--- src/rtl/prog_loader.sv ---
// Boot-time instruction-memory writer: assembles little-endian words from a
// length-prefixed byte stream and holds the core until the image is complete.
module prog_loader #(
   parameter int unsigned ADDR_W    = 8,
   parameter logic [63:0] BASE_ADDR = 64'h0
) (
   input  logic        clk,
   input  logic        rst_n,
   input  logic        start,
   input  logic        in_valid,
   input  logic [7:0]  in_data,
   output logic        in_ready,
   output logic        mem_we,
   output logic [63:0] mem_addr,
   output logic [31:0] mem_wdata,
   output logic        core_hold,
   output logic        busy,
   output logic        done,
   output logic        err
);

   typedef enum logic [2:0] {
      S_IDLE, S_LEN_LO, S_LEN_HI, S_DATA, S_WRITE, S_DONE, S_ERR
   } state_t;

   localparam logic [31:0]     MAX_N    = 32'd1 << ADDR_W;
   localparam logic [ADDR_W:0] WIDX_ONE = {{ADDR_W{1'b0}}, 1'b1};

   state_t          state_q, state_d;
   logic [15:0]     n_q, n_d;
   logic [ADDR_W:0] widx_q, widx_d;
   logic [1:0]      bcnt_q, bcnt_d;
   logic [31:0]     wbuf_q, wbuf_d;
   logic [15:0]     n_full;
   logic            xfer;

   assign xfer   = in_valid && in_ready;
   assign n_full = {in_data, n_q[7:0]};

   always_ff @(posedge clk or negedge rst_n) begin
      if (!rst_n) begin
         state_q <= S_IDLE;
         n_q     <= '0;
         widx_q  <= '0;
         bcnt_q  <= '0;
         wbuf_q  <= '0;
      end else begin
         state_q <= state_d;
         n_q     <= n_d;
         widx_q  <= widx_d;
         bcnt_q  <= bcnt_d;
         wbuf_q  <= wbuf_d;
      end
   end

   always_comb begin
      state_d = state_q;
      n_d     = n_q;
      widx_d  = widx_q;
      bcnt_d  = bcnt_q;
      wbuf_d  = wbuf_q;
      unique case (state_q)
         S_IDLE, S_DONE, S_ERR: begin
            if (start) begin
               state_d = S_LEN_LO;
               widx_d  = '0;
               bcnt_d  = '0;
            end
         end
         S_LEN_LO: begin
            if (xfer) begin
               n_d[7:0] = in_data;
               state_d  = S_LEN_HI;
            end
         end
         S_LEN_HI: begin
            if (xfer) begin
               n_d[15:8] = in_data;
               if (n_full == 16'd0) begin
                  state_d = S_DONE;
               end else if (32'(n_full) > MAX_N) begin
                  state_d = S_ERR;
               end else begin
                  state_d = S_DATA;
                  widx_d  = '0;
                  bcnt_d  = '0;
               end
            end
         end
         S_DATA: begin
            // right shift leaves the first byte of the word in [7:0]
            if (xfer) begin
               wbuf_d = {in_data, wbuf_q[31:8]};
               bcnt_d = bcnt_q + 2'd1;
               if (bcnt_q == 2'd3) state_d = S_WRITE;
            end
         end
         S_WRITE: begin
            widx_d = widx_q + WIDX_ONE;
            if (32'(widx_q) + 32'd1 == 32'(n_q)) begin
               state_d = S_DONE;
            end else begin
               state_d = S_DATA;
               bcnt_d  = '0;
            end
         end
         default: state_d = S_IDLE;
      endcase
   end

   assign in_ready  = (state_q == S_LEN_LO) || (state_q == S_LEN_HI) || (state_q == S_DATA);
   assign mem_we    = (state_q == S_WRITE);
   assign mem_addr  = BASE_ADDR + 64'({widx_q, 2'b00});
   assign mem_wdata = wbuf_q;
   assign busy      = in_ready || mem_we;
   assign done      = (state_q == S_DONE);
   assign err       = (state_q == S_ERR);
   assign core_hold = (state_q != S_DONE);

endmodule

--- config.mk ---
export PLATFORM = sky130hd
export DESIGN_NAME = prog_loader
export DESIGN_NICKNAME = d
export VERILOG_FILES = /design/src/rtl/prog_loader.sv
export SDC_FILE = /design/constraint.sdc
export NUM_CORES = 1
export LEC_CHECK = 0
export CORE_MARGIN = 3
export CORE_UTILIZATION = 33
export CTS_BUF_LIST = sky130_fd_sc_hd__clkbuf_4 sky130_fd_sc_hd__clkbuf_8 sky130_fd_sc_hd__clkbuf_16
export DETAILED_ROUTE_END_ITERATION = 7
export PLACE_DENSITY = 0.65
export SLEW_MARGIN = 20
export SYNTH_ARGS = -nofsm -noshare
export SYNTH_HDL_FRONTEND = slang
export SYNTH_SLANG_ARGS = --single-unit
--- constraint.sdc ---
create_clock -name clk -period 3.4 [get_ports clk]
set_clock_uncertainty 0.1 [all_clocks]
set_input_delay 0.85 -clock clk [delete_from_list [all_inputs] [get_ports clk]]
set_output_delay 0.85 -clock clk [all_outputs]
set_load 0.01 [all_outputs]
==> impl_metrics.yaml, run 1 <==
outcome:
  status: "finished, final reports clean"
clock_tree:
  cts-root-buf: "clkbuf_8"
  postCtsSetupBuffers: 0
  clk_pin_slew_ns: 0.07
  cts_made_buffers: 9
  cts_hold_buf: 0
  clock_latency_ns: 0.34
  clock_sinks: 62
  h-tree-depth: 3
  clock_path_buffers: 2
  cts-resized-gates: 0
  cts_tree: "done"
synth:
  syn_area_per_cell_um2: 10.9
  yosysUniqueCellTypes: 52
  syn-cell-area_mm2: 0.00346
  ys.flop_type: "dfrtp_1"
  async_reset_ff_frac: 1.00
  yosys.area.top_type: "dfrtp_1"
  yosysTopAreaCellShare: 0.448
  yosysWarnings: 0
  ys_seq_area_frac: 0.448
  synth_area_leaders: "dfrtp_1 (45%), mux2_2 (15%), buf_4 (12%), xnor2_1 (2.0%), nor2_1 (1.6%)"
  ys_ff_latch: 62
  synth-edff-count: 0
  synth_cells: 319
power:
  power.density_mw_per_mm2: 863
  leakage_nw: 1.79
  peakVddDrop_uv: 315
  switching_share: 0.363
  p_switching_w: 0.00130
  combinationalPowerShare: 0.451
  pwr-share-seq: 0.389
  power.share.clock: 0.159
  intPower_w: 0.00229
grt:
  antenna_found_initial: 0
  grt_pass1_wl_mm: 11.8
  grt_use_met2: 0.203
  track_usage: 0.127
  grt_pass1_vias: 2257
  busiest_layer: "met2"
  grt_util_met3: 0.0310
  use_met1: 0.168
  grt_overflow_total: 0
  grt_max_degree: 63
finish:
  drive_gt1_frac: 0.206
  fin_nets: 394
  layout_common_cells: "dfrtp_1 (62), clkdlybuf4s50_1 (57), conb_1 (55)"
  antennaDiodeCount: 0
  register_area_mm2: 0.00155
  fillers: 965
  syn_to_final_growth_pct: 20.2
  multi_input_area_mm2: 0.00160
  final_util: 0.416
  layout_commonest_cell: "dfrtp_1"
run:
  max-cap-violations: 0
place:
  place_ws_ns: 0.189
  port_buffers: 58
  dp_hpwl_mm: 5.12
  gp_congestion: 0.801
timing:
  period_needed_ns: 3.11
  hold_viol: 0
  period_share: 0.914
  slew_headroom: 0.473
  finalMaxSlewViolations: 0
  worst_slew_pin_slew_ns: 0.790
  tns_ns: 0
  setup_viol: 0
  setup_ws_ns: 0.293
  grt_setup_unrepaired: "false"
  fmax_ghz: 0.322
floorplan:
  placement_rows: 36
  dieArea_mm2: 0.0118
  start_util: 0.346
  core_area_mm2: 0.0100
  die_y_um: 108
  die_w_um: 108
  io_pins: 114
worst_setup_path:
  startpoint_type: "register"
  cpPeakStageDelay_ns: 0.55
  slowest_stage: "clkdlybuf4s50_1"
  criticalPathCategory: "register to output port"
  crit_fanout: 14
  required_ns: 2.45
  crit_arrival_ns: 2.16
  worstSetupEndpointType: "output port"
  crit_chain: "nor2_1 > nand2_1 > inv_1 > clkdlybuf4s50_1"
route:
  drc_errors: 0
  routed_wirelength_mm: 6.97
  dr.pass1.iters: 4
  ant_nets: 0
  num_vias: 2417
  drt-initial-drc-count: 135
  post_drt_via_cell_ratio: 4.68
  avgRoutedWirePerCell_um: 13.5
worst_hold_path:
  worstHoldPathType: "register to register"
## worst max-delay path: cells and delay by family (launching register included)
kind	cells	cell delay, ns
AND/OR/NAND/NOR	2	0.59
buffers and inverters	2	0.71
flip-flops	1	0.52
## layout make-up
| type | instances | share of cell area |
|---|---|---|
| clock buffers | 12 | 0.0367 |
| clock inverters | 3 | 0.00511 |
| inverters | 11 | 0.00992 |
| multi-input cells | 231 | 0.385 |
| flip-flops and latches | 62 | 0.373 |
| well taps | 133 | 0.0400 |
| repair buffers | 65 | 0.151 |
## worst paths after layout
check | slack [ns] | cells past startpoint | end | startpoint
max | 0.29 | 4 | mem_we | state_q[0]$_DFFE_PN0P_
min | 0.41 | 1 | mem_wdata[4]$_DFFE_PN0P_ | mem_wdata[4]$_DFFE_PN0P_
max reg2reg | 0.67 | 7 | state_q[1]$_DFFE_PN0P_ | widx_q[0]$_DFFE_PN0P_
min reg2reg | 0.41 | 1 | mem_wdata[4]$_DFFE_PN0P_ | mem_wdata[4]$_DFFE_PN0P_
max in group asynchronous | 2.10 | 2 | n_q[5]$_DFFE_PN0P_ | rst_n
min in group asynchronous | 0.58 | 2 | widx_q[7]$_DFFE_PN0P_ | rst_n
## routing by layer
metal	vias up	share of wire	routed length, um
li1	1139	-	-
met1	1181	0.44	3090
met2	91	0.49	3450
met3	6	0.053	368
met4	0	0.0088	61
met5	-	0	0
## sequential cells by signal, summed over array words and instances (netlist names)
| name | cells |
|---|---|
| state_q | 3 |
| n_q | 16 |
| bcnt_q | 2 |
| widx_q | 9 |
| mem_wdata | 32 |
## cell families after synthesis
family                   Yosys count  share of synthesized area
XOR/XNOR                          13                     0.0383
buffers and inverters             80                      0.150
AND/OR/NAND/NOR                   63                     0.0961
flip-flops                        62                      0.448
AO/OA/AOI/OAI                     51                      0.107
adder cells (fa/ha/maj)            2                    0.00722
other                              1                    0.00108
multiplexers                      47                      0.153
## through the flow
| stage | hold WS [ns] | instances | total power (W) | instance area, um2 |
|---|---|---|---|---|
| CTS | 0.414 | 517 | 0.00364 | 4160 |
| detailed placement | 0.397 | 502 | 0.00305 | 3990 |
| global placement | 0.388 | 502 | 0.00301 | 3990 |
| global route | 0.438 | 517 | 0.00388 | 4160 |
| finish | 0.410 | 517 | 0.00359 | 4160 |
| floorplan | 0.381 | 373 | 0.00237 | 3670 |
## power groups by stage
| stage | clock (W) | sequential, W | combinational (W) |
|---|---|---|---|
| 2_1_floorplan | 0 | 0.00138 | 0.000986 |
| 3_3_place_gp | 0 | 0.00140 | 0.00161 |
| 3_5_place_dp | 0 | 0.00142 | 0.00164 |
| 4_1_cts | 0.000596 | 0.00141 | 0.00164 |
| 5_1_grt | 0.000634 | 0.00147 | 0.00178 |
| 6_report | 0.000572 | 0.00140 | 0.00162 |
## synthesized netlist by cell type, types with 6 or more instances
master	instances
a21oi_1	10
a31oi_1	8
buf_4	55
clkbuf_1	9
dfrtp_1	62
inv_1	11
mux2_2	47
nand2_1	12
nand3_1	9
nor2_1	15
nor3_1	6
o21ai_0	7
xnor2_1	8
Power figures use the tool's default switching activity.
==> run 2, diff against run 1 <==
Settings changed: ABC_CLOCK_PERIOD_IN_PS set to 3400, CAP_MARGIN set to 10.
==> results of run 2 <==
Final layout, timing and power as in run 1 (identical DEF).
